**config.mk**
```make
export PLATFORM = sky130hd
export DESIGN_NAME = vga_timing_monitor
export DESIGN_NICKNAME = d
export VERILOG_FILES = /design/src/rtl/vga_timing_monitor.sv
export SDC_FILE = /design/constraint.sdc
export NUM_CORES = 1
export LEC_CHECK = 0
export BUFFER_PORTS_ARGS = -buffer_cell sky130_fd_sc_hd__buf_2
export CORE_ASPECT_RATIO = 1.1
export CORE_MARGIN = 2
export CORE_UTILIZATION = 23
export DETAILED_ROUTE_END_ITERATION = 8
export GPL_ROUTABILITY_DRIVEN = 0
export HOLD_SLACK_MARGIN = 0.08
export REMOVE_ABC_BUFFERS = 1
export SLEW_MARGIN = 5
export SYNTH_ARGS = -nofsm -noshare
export SYNTH_HDL_FRONTEND = slang
export SYNTH_SLANG_ARGS = --single-unit
export TNS_END_PERCENT = 20
```
**constraint.sdc**
```tcl
create_clock -name clk -period 4.65 [get_ports clk]
set_input_delay 0.93 -clock clk [delete_from_list [all_inputs] [get_ports clk]]
set_output_delay 0.93 -clock clk [all_outputs]
set_load 0.05 [all_outputs]
```
**src/rtl/vga_timing_monitor.sv**
```systemverilog
// VGA receive-side timing monitor: recovers coordinates, data-enable and lock from hs/vs,
// flags line/frame length errors and captures one probe pixel. `VGA_MON_CRC_EN adds a frame CRC.
module vga_timing_monitor #(
    parameter int unsigned H_VIS    = 640,
    parameter int unsigned H_FP     = 16,
    parameter int unsigned H_SYNC   = 96,
    parameter int unsigned H_BP     = 48,
    parameter int unsigned V_VIS    = 480,
    parameter int unsigned V_FP     = 10,
    parameter int unsigned V_SYNC   = 2,
    parameter int unsigned V_BP     = 33,
    parameter logic        SYNC_ACT = 1'b0
) (
    input  logic        clk,
    input  logic        rst,
    input  logic        pix_en,
    input  logic        hs,
    input  logic        vs,
    input  logic [2:0]  r,
    input  logic [2:0]  g,
    input  logic [2:0]  b,
    input  logic [10:0] probe_x,
    input  logic [10:0] probe_y,
    input  logic        err_clr,
    output logic        locked,
    output logic        de,
    output logic [10:0] x,
    output logic [10:0] y,
    output logic [8:0]  probe_rgb,
    output logic        probe_vld,
    output logic        err_line,
    output logic        err_frame,
    output logic [7:0]  frame_cnt
`ifdef VGA_MON_CRC_EN
    ,
    output logic [15:0] frame_crc,
    output logic        crc_vld
`endif
);

    localparam int unsigned H_TOTAL = H_VIS + H_FP + H_SYNC + H_BP;
    localparam int unsigned V_TOTAL = V_VIS + V_FP + V_SYNC + V_BP;
    localparam logic [10:0] H_LAST  = 11'(H_TOTAL - 1);
    localparam logic [10:0] V_LAST  = 11'(V_TOTAL - 1);
    localparam logic [10:0] H_START = 11'(H_SYNC + H_BP);
    localparam logic [10:0] H_END   = 11'(H_SYNC + H_BP + H_VIS);
    localparam logic [10:0] V_START = 11'(V_SYNC + V_BP);
    localparam logic [10:0] V_END   = 11'(V_SYNC + V_BP + V_VIS);
    localparam logic [10:0] CNT_MAX = 11'h7FF;

    typedef enum logic [1:0] {StSearch, StAcquire, StLocked} stateT;

    stateT       stateQ, stateD;
    logic        skipQ, skipD;
    logic        hsQ, vsQ;
    logic [8:0]  rgbQ;
    logic [10:0] hcnt, vcnt;
    logic        hsEdge, vsEdge, lineBad, frameBad;
    logic        lineErr, frameErr, frameOk;
    logic        hIn, vIn, probeHit;

    // Edge: incoming sample active while the previously registered sample was not.
    assign hsEdge   = (hs == SYNC_ACT) && (hsQ != SYNC_ACT);
    assign vsEdge   = (vs == SYNC_ACT) && (vsQ != SYNC_ACT);
    assign lineBad  = hsEdge && (hcnt != H_LAST);
    assign frameBad = vsEdge && (vcnt != V_LAST);

    assign locked   = (stateQ == StLocked);
    assign hIn      = (hcnt >= H_START) && (hcnt < H_END);
    assign vIn      = (vcnt >= V_START) && (vcnt < V_END);
    assign de       = locked && hIn && vIn;
    assign x        = de ? (hcnt - H_START) : 11'd0;
    assign y        = de ? (vcnt - V_START) : 11'd0;
    assign probeHit = de && (x == probe_x) && (y == probe_y);

    always_comb begin
        stateD   = stateQ;
        skipD    = skipQ;
        lineErr  = 1'b0;
        frameErr = 1'b0;
        frameOk  = 1'b0;
        if (pix_en) begin
            unique case (stateQ)
                StSearch: begin
                    if (vsEdge) begin
                        stateD = StAcquire;
                        skipD  = 1'b1;
                    end
                end
                StAcquire: begin
                    // The first line after entry may be partial, so its length is ignored.
                    if (hsEdge && skipQ) skipD = 1'b0;
                    if (lineBad && !skipQ) begin
                        lineErr = 1'b1;
                        stateD  = StSearch;
                    end else if (vsEdge) begin
                        stateD = StLocked;
                    end
                end
                StLocked: begin
                    lineErr  = lineBad;
                    frameErr = frameBad;
                    frameOk  = vsEdge && !frameBad;
                    if (lineBad || frameBad) stateD = StSearch;
                end
                default: stateD = StSearch;
            endcase
        end
    end

    always_ff @(posedge clk or negedge rst) begin
        if (!rst) begin
            stateQ    <= StSearch;
            skipQ     <= 1'b0;
            hsQ       <= ~SYNC_ACT;
            vsQ       <= ~SYNC_ACT;
            rgbQ      <= 9'd0;
            hcnt      <= 11'd0;
            vcnt      <= 11'd0;
            probe_rgb <= 9'd0;
            probe_vld <= 1'b0;
            err_line  <= 1'b0;
            err_frame <= 1'b0;
            frame_cnt <= 8'd0;
        end else begin
            stateQ    <= stateD;
            skipQ     <= skipD;
            probe_vld <= 1'b0;
            // A new error in the same cycle as err_clr keeps the flag set.
            err_line  <= (err_line & ~err_clr) | lineErr;
            err_frame <= (err_frame & ~err_clr) | frameErr;
            if (pix_en) begin
                hsQ  <= hs;
                vsQ  <= vs;
                rgbQ <= {r, g, b};
                if (hsEdge)                hcnt <= 11'd0;
                else if (hcnt != CNT_MAX)  hcnt <= hcnt + 11'd1;
                if (vsEdge)                         vcnt <= 11'd0;
                else if (hsEdge && vcnt != CNT_MAX) vcnt <= vcnt + 11'd1;
                if (frameOk) frame_cnt <= frame_cnt + 8'd1;
                if (probeHit) begin
                    probe_rgb <= rgbQ;
                    probe_vld <= 1'b1;
                end
            end
        end
    end

`ifdef VGA_MON_CRC_EN
    logic [15:0] crcQ, crcNext;
    logic        fb;

    // CRC-16-CCITT, 9 bits per sample, MSB first.
    always_comb begin
        crcNext = crcQ;
        fb      = 1'b0;
        for (int i = 8; i >= 0; i--) begin
            fb      = crcNext[15] ^ rgbQ[i];
            crcNext = {crcNext[14:0], 1'b0} ^ (fb ? 16'h1021 : 16'h0000);
        end
    end

    always_ff @(posedge clk or negedge rst) begin
        if (!rst) begin
            crcQ      <= 16'hFFFF;
            frame_crc <= 16'd0;
            crc_vld   <= 1'b0;
        end else begin
            crc_vld <= 1'b0;
            if (pix_en) begin
                if (vsEdge) begin
                    crcQ <= 16'hFFFF;
                    if (locked) begin
                        frame_crc <= crcQ;
                        crc_vld   <= 1'b1;
                    end
                end else if (de) begin
                    crcQ <= crcNext;
                end
            end
        end
    end
`endif

endmodule

```
==> results of run 1 <==
[critical path, delay by kind of cell, from the launching register on]
kind	cells	cell delay, ns
compound gates	2	0.90
xor+xnor	1	0.42
fa+ha+maj	1	0.34
flops	1	0.42
mux	1	0.41
simple gates	4	1.38
[kinds of logic after synthesis]
logic type	after synthesis	share of synthesized area, %
multiplexers	23	7.11
AND/OR/NAND/NOR	150	21.9
AO/OA/AOI/OAI	64	13.1
XOR/XNOR	45	11.2
adder cells (fa/ha/maj)	10	3.43
flip-flops	56	38.5
buffers and inverters	39	4.70
[final cells by class]
| class | instances | area, µm² | area share [%] |
|---|---|---|---|
| Timing Repair Buffer | 83 | 423 | 9.70 |
| Inverter | 18 | 67.6 | 1.55 |
| Sequential cell | 56 | 1400 | 32.2 |
| Multi-Input combinational cell | 292 | 2070 | 47.5 |
| Tap cell | 200 | 250 | 5.74 |
| Clock inverter | 3 | 21.3 | 0.488 |
| Clock buffer | 5 | 125 | 2.87 |
[per-stage QoR]
stage / setup slack (ns) / area [µm²] / total power (µW) / instances
5_1_grt: 0.327 / 4360 / 1380 / 657
2_1_floorplan: 0.535 / 3540 / 805 / 366
3_5_place_dp: 0.668 / 4210 / 915 / 649
3_3_place_gp: 0.829 / 4210 / 902 / 649
6_report: 0.669 / 4360 / 1290 / 657
4_1_cts: 0.652 / 4360 / 1310 / 657
[flip-flops by register name, summed over array words and instances, names as in the netlist, 2 cells and up]
name       count
rgbQ           9
probe_rgb      9
frame_cnt      8
vcnt          11
hcnt          11
stateQ         2
[power by group through the flow]
stage | Combinational [µW] | Sequential [µW] | Clock (µW)
floorplan | 222 | 584 | 0
global placement | 312 | 590 | 0
detailed placement | 321 | 594 | 0
CTS | 322 | 585 | 402
global route | 361 | 594 | 420
finish | 323 | 586 | 382
[final timing paths]
kind                                             to  slack (ns)  cells after the start
min in group asynchronous  frame_cnt[2]$_DFFE_PN0P_        0.77                      2
min reg2reg                frame_cnt[7]$_DFFE_PN0P_        0.47                      1
max reg2reg                probe_rgb[4]$_DFFE_PN0P_        0.67                      9
max                        probe_rgb[4]$_DFFE_PN0P_        0.67                      9
max in group asynchronous       vcnt[7]$_DFFE_PN0P_        3.41                      2
min                        frame_cnt[7]$_DFFE_PN0P_        0.47                      1
[routing by layer]
metal | wire length (µm) | vias up
met5 | 13 | -
met4 | 179 | 2
met3 | 867 | 14
met2 | 4470 | 123
met1 | 4490 | 1507
li1 | - | 1509
[layout by cell type, fill, tap and decap left out, drive strengths merged, types with 9 or more instances in the layout]
cell type / synthesis / final
buf: 9 / 83
dfrtp: 54 / 54
nor2: 41 / 41
xnor2: 30 / 30
mux2: 23 / 23
nand2: 23 / 23
inv: 18 / 19
nand3: 15 / 15
a21oi: 14 / 14
xor2: 14 / 14
o21ai: 13 / 13
nor3: 13 / 13
ha: 10 / 10
nand4: 9 / 9
==> impl_metrics.json, run 1 <==
{
  "slew_headroom_pct": 50.6,
  "critPathCaptureType": "flop",
  "setup.worst_path.start_class": "flop",
  "netlist.area_leader.share_pct": 37.1,
  "initial_core_util_pct": 23.3,
  "fin_tns_setup_ns": 0,
  "clk_latency_ns": 0.30,
  "tightest_slew_ns": 0.736,
  "p_leak_uw": 0.00204,
  "crit_chain": "ha_1, nor3_1, a21bo_2, a211oi_1, nand3_1, xor2_1, nand4_1, nor4_4, mux2_2",
  "required_ns": 4.83,
  "netlist_top_cells_count": "dfrtp_1 (54), nor2_1 (41), xnor2_1 (30)",
  "p_int_uw": 865,
  "synth_enable_flop_cells": 0,
  "die_y_um": 136,
  "timing.rr.start": "vcnt[1]$_DFFE_PN0P_",
  "grt_max_degree": 57,
  "fin_crit_sh_pct": 85.6,
  "vias_per_cell": 4.80,
  "seqPwrFrac_pct": 45.4,
  "hp-class": "reg -> reg",
  "fillerInstances": 1682,
  "critPathKind": "reg -> reg",
  "antenna_found_initial": 2,
  "synth_cell_types": 64,
  "gr-usage-met3_pct": 2.98,
  "postCtsResizedCells": 0,
  "core_um2": 15600,
  "rsz0062_at_grt": "false",
  "gr-usage-met2_pct": 18.7,
  "wirelength_mm": 10.0,
  "grt_pass1_wl_mm": 15.9,
  "syn_avg_cell_area_um2": 9.42,
  "ir_drop_v": 0.000150,
  "rows": 48,
  "maxCapViolations": 0,
  "vias": 3155,
  "max_freq_mhz": 251,
  "grt_pass1_vias": 3091,
  "synth_seq_area_share_pct": 38.5,
  "async_reset_ff_share_pct": 100,
  "synth_area_leader_cell": "dfrtp_1",
  "max_stage_delay_ns": 0.74,
  "ant_nets": 0,
  "clock-root-buffer": "clkbuf_16",
  "fin_crit_ns": 3.98,
  "switching_share_pct": 33.0,
  "nNetsFinal": 503,
  "h-tree-depth": 2,
  "crit_fanout": 9,
  "setup_viol": 0,
  "cts_buffers": 5,
  "yosys.cell_count.top_type": "dfrtp_1",
  "grtUsageTotal_pct": 12.1,
  "first_pass_iters": 4,
  "area_growth_pct": 19.6,
  "wl_per_cell_um": 15.3,
  "place_hpwl_mm": 7.81,
  "top_usage_layer": "met2",
  "hold_viol_final": 0,
  "syn-cell-area_um2": 3640,
  "cts_buffer_depth": 2,
  "port_buffers": 80,
  "clkTransAtPathRegs_ns": 0.07,
  "synthFlopType": "dfrtp_1",
  "grt-ovfl-total": 0,
  "postCtsSetupBuffers": 0,
  "drive_above_1_share_pct": 28.2,
  "cts_sinks": 56,
  "dieArea_um2": 16900,
  "die_width_um": 124,
  "combPwrFrac_pct": 25.0,
  "synth_area_leaders": "dfrtp_1 (37%), xnor2_1 (7.2%), mux2_2 (7.1%), nor2_1 (4.2%), ha_1 (3.4%)",
  "cts_hold_buf": 0,
  "ioPinCount": 81,
  "crit_start": "vcnt[1]$_DFFE_PN0P_",
  "min_from": "frame_cnt[7]$_DFFE_PN0P_",
  "slew_viol_final": 0,
  "skew_ns": 0.00795,
  "drtIter0Drc": 212,
  "whs_ns": 0.471,
  "p_switching_uw": 426,
  "powerDensity_nw_per_um2": 296,
  "pwr-share-clk_pct": 29.6,
  "route.detailed.drc": 0,
  "slowest_stage": "nor4_4",
  "antenna_cells": 0,
  "use_met1_pct": 16.7,
  "syn_inst": 387,
  "cp.arrival_ns": 4.17,
  "yosysWarnings": 0,
  "synth-seq-cells": 56,
  "status": "finished clean",
  "cts_tree": "done",
  "final_core_util_pct": 27.9
}
(Power assumes the default switching activity.)
==> inputs of run 2 (changes only) <==
CORE_ASPECT_RATIO = 0.6   (was 1.1)
==> run 2 against run 1 <==
Clock power is 25% higher. Combinational power up 2%. Total power increased by 8.0%. Clock skew is 0.0018 ns lower.
==> impl_metrics.json, run 2 (synthesis gave the netlist of run 1 again) <==
{
  "status": "finished clean",
  "cp.arrival_ns": 3.06,
  "fin_tns_setup_ns": 0,
  "seqPwrFrac_pct": 42.1,
  "grt-ovfl-total": 0,
  "hp-class": "reg -> reg",
  "maxCapViolations": 0,
  "dieArea_um2": 16900,
  "p_switching_uw": 421,
  "postCtsResizedCells": 0,
  "pwr-share-clk_pct": 34.3,
  "crit_buf_inv": 2,
  "vias_per_cell": 4.83,
  "slowest_stage": "dfrtp_1",
  "die_width_um": 167,
  "drive_above_1_share_pct": 28.0,
  "layout_commonest_cell": "buf_2",
  "p_leak_uw": 0.00206,
  "grt_max_degree": 35,
  "cts_buffer_depth": 2,
  "place_hpwl_mm": 8.18,
  "setup.worst_path.start_class": "flop",
  "setup_viol": 0,
  "first_pass_iters": 4,
  "critPathCaptureType": "output pin",
  "wirelength_mm": 10.2,
  "die_y_um": 102,
  "h-tree-depth": 2,
  "grt_pass1_wl_mm": 16.8,
  "ant_nets": 0,
  "skew_ns": 0.00615,
  "tightest_slew_ns": 0.725,
  "placed_cell_area_um2": 4220,
  "antenna_found_initial": 0,
  "crit_fanout": 16,
  "rows": 35,
  "max_freq_mhz": 250,
  "cts_tree": "done",
  "ir_drop_v": 0.0000984,
  "area_growth_pct": 20.9,
  "wl_per_cell_um": 15.5,
  "p_int_uw": 973,
  "grtUsageTotal_pct": 12.3,
  "critPathKind": "reg -> out",
  "core_um2": 15400,
  "required_ns": 3.72,
  "ioPinCount": 81,
  "slew_headroom_pct": 51.3,
  "clkTransAtPathRegs_ns": 0.07,
  "reg.largest.list": "hcnt x11, vcnt x11",
  "port_buffers": 80,
  "fin_crit_sh_pct": 85.9,
  "fin_crit_ns": 3.99,
  "combPwrFrac_pct": 23.6,
  "drtIter0Drc": 176,
  "postCtsSetupBuffers": 0,
  "layout_common_cells": "buf_2 (80), dfrtp_1 (54), nor2_1 (41)",
  "crit_chain": "nor4_1, o211ai_1, a21oi_1, nand2_2, inv_1, buf_2",
  "max_stage_delay_ns": 0.59,
  "antenna_cells": 0,
  "slew_viol_final": 0,
  "stdcell_area_um2": 4410,
  "grt_pass1_vias": 3194,
  "rsz0062_at_grt": "false",
  "initial_core_util_pct": 23.6,
  "cts_hold_buf": 0,
  "switching_share_pct": 30.2,
  "powerDensity_nw_per_um2": 317,
  "clock-root-buffer": "clkbuf_16",
  "fillerInstances": 1637,
  "critical_path.top_delay_family": "simple AND/OR/NAND/NOR gates",
  "vias": 3187,
  "cts_sinks": 56,
  "nNetsFinal": 503,
  "hold_viol_final": 0,
  "clk_latency_ns": 0.29,
  "route.detailed.drc": 0,
  "cts_buffers": 5
}
## run 2: routing by layer
layer  track usage [%]  up-vias  part of all wire (%)
li1                  -     1525                     -
met1              18.0     1569                    50
met2              18.7       84                    43
met3              3.09        9                   6.6
met4              1.92        0                  0.68
met5                 0        -                     0
## run 2: layout make-up
cell class / count / area (µm²) / area share, %
Clock buffer: 6 / 129 / 2.92
Clock inverter: 2 / 60.1 / 1.36
Inverter: 18 / 67.6 / 1.53
Multi-Input combinational cell: 292 / 2070 / 47.0
Sequential cell: 56 / 1400 / 31.9
Tap cell: 203 / 254 / 5.76
Timing Repair Buffer: 83 / 423 / 9.60
## run 2: final timing paths
path | start | to | slack [ns] | cells after the start
hold / removal | frame_cnt[7]$_DFFE_PN0P_ | frame_cnt[7]$_DFFE_PN0P_ | 0.49 | 1
min in group asynchronous | rst | rgbQ[2]$_DFFE_PN0P_ | 0.61 | 1
hold reg to reg | frame_cnt[7]$_DFFE_PN0P_ | frame_cnt[7]$_DFFE_PN0P_ | 0.49 | 1
max in group asynchronous | rst | vsQ$_DFFE_PN1P_ | 3.16 | 2
setup / recovery | vcnt[5]$_DFFE_PN0P_ | de | 0.66 | 6
setup reg to reg | vcnt[5]$_DFFE_PN0P_ | probe_rgb[7]$_DFFE_PN0P_ | 0.70 | 9
## run 2: through the flow
step           utilization, %  instances  hold slack, ns  total power (µW)  setup WS (ns)
2_1_floorplan               -        366           0.475               805          0.535
3_3_place_gp             27.4        652           0.455               908           1.03
3_5_place_dp             27.4        652           0.484               924          0.716
4_1_cts                  28.6        660           0.497              1420          0.683
5_1_grt                  28.6        660           0.497              1480          0.326
6_report                 28.6        660           0.487              1390          0.657
## run 2: power by group through the flow
stage / clock network, µW / registers, µW / logic [µW]
after floorplan: 0 / 584 / 222
after global placement: 0 / 591 / 317
after global routing: 518 / 596 / 371
after detailed placement: 0 / 596 / 328
after CTS: 498 / 586 / 331
final: 479 / 587 / 330
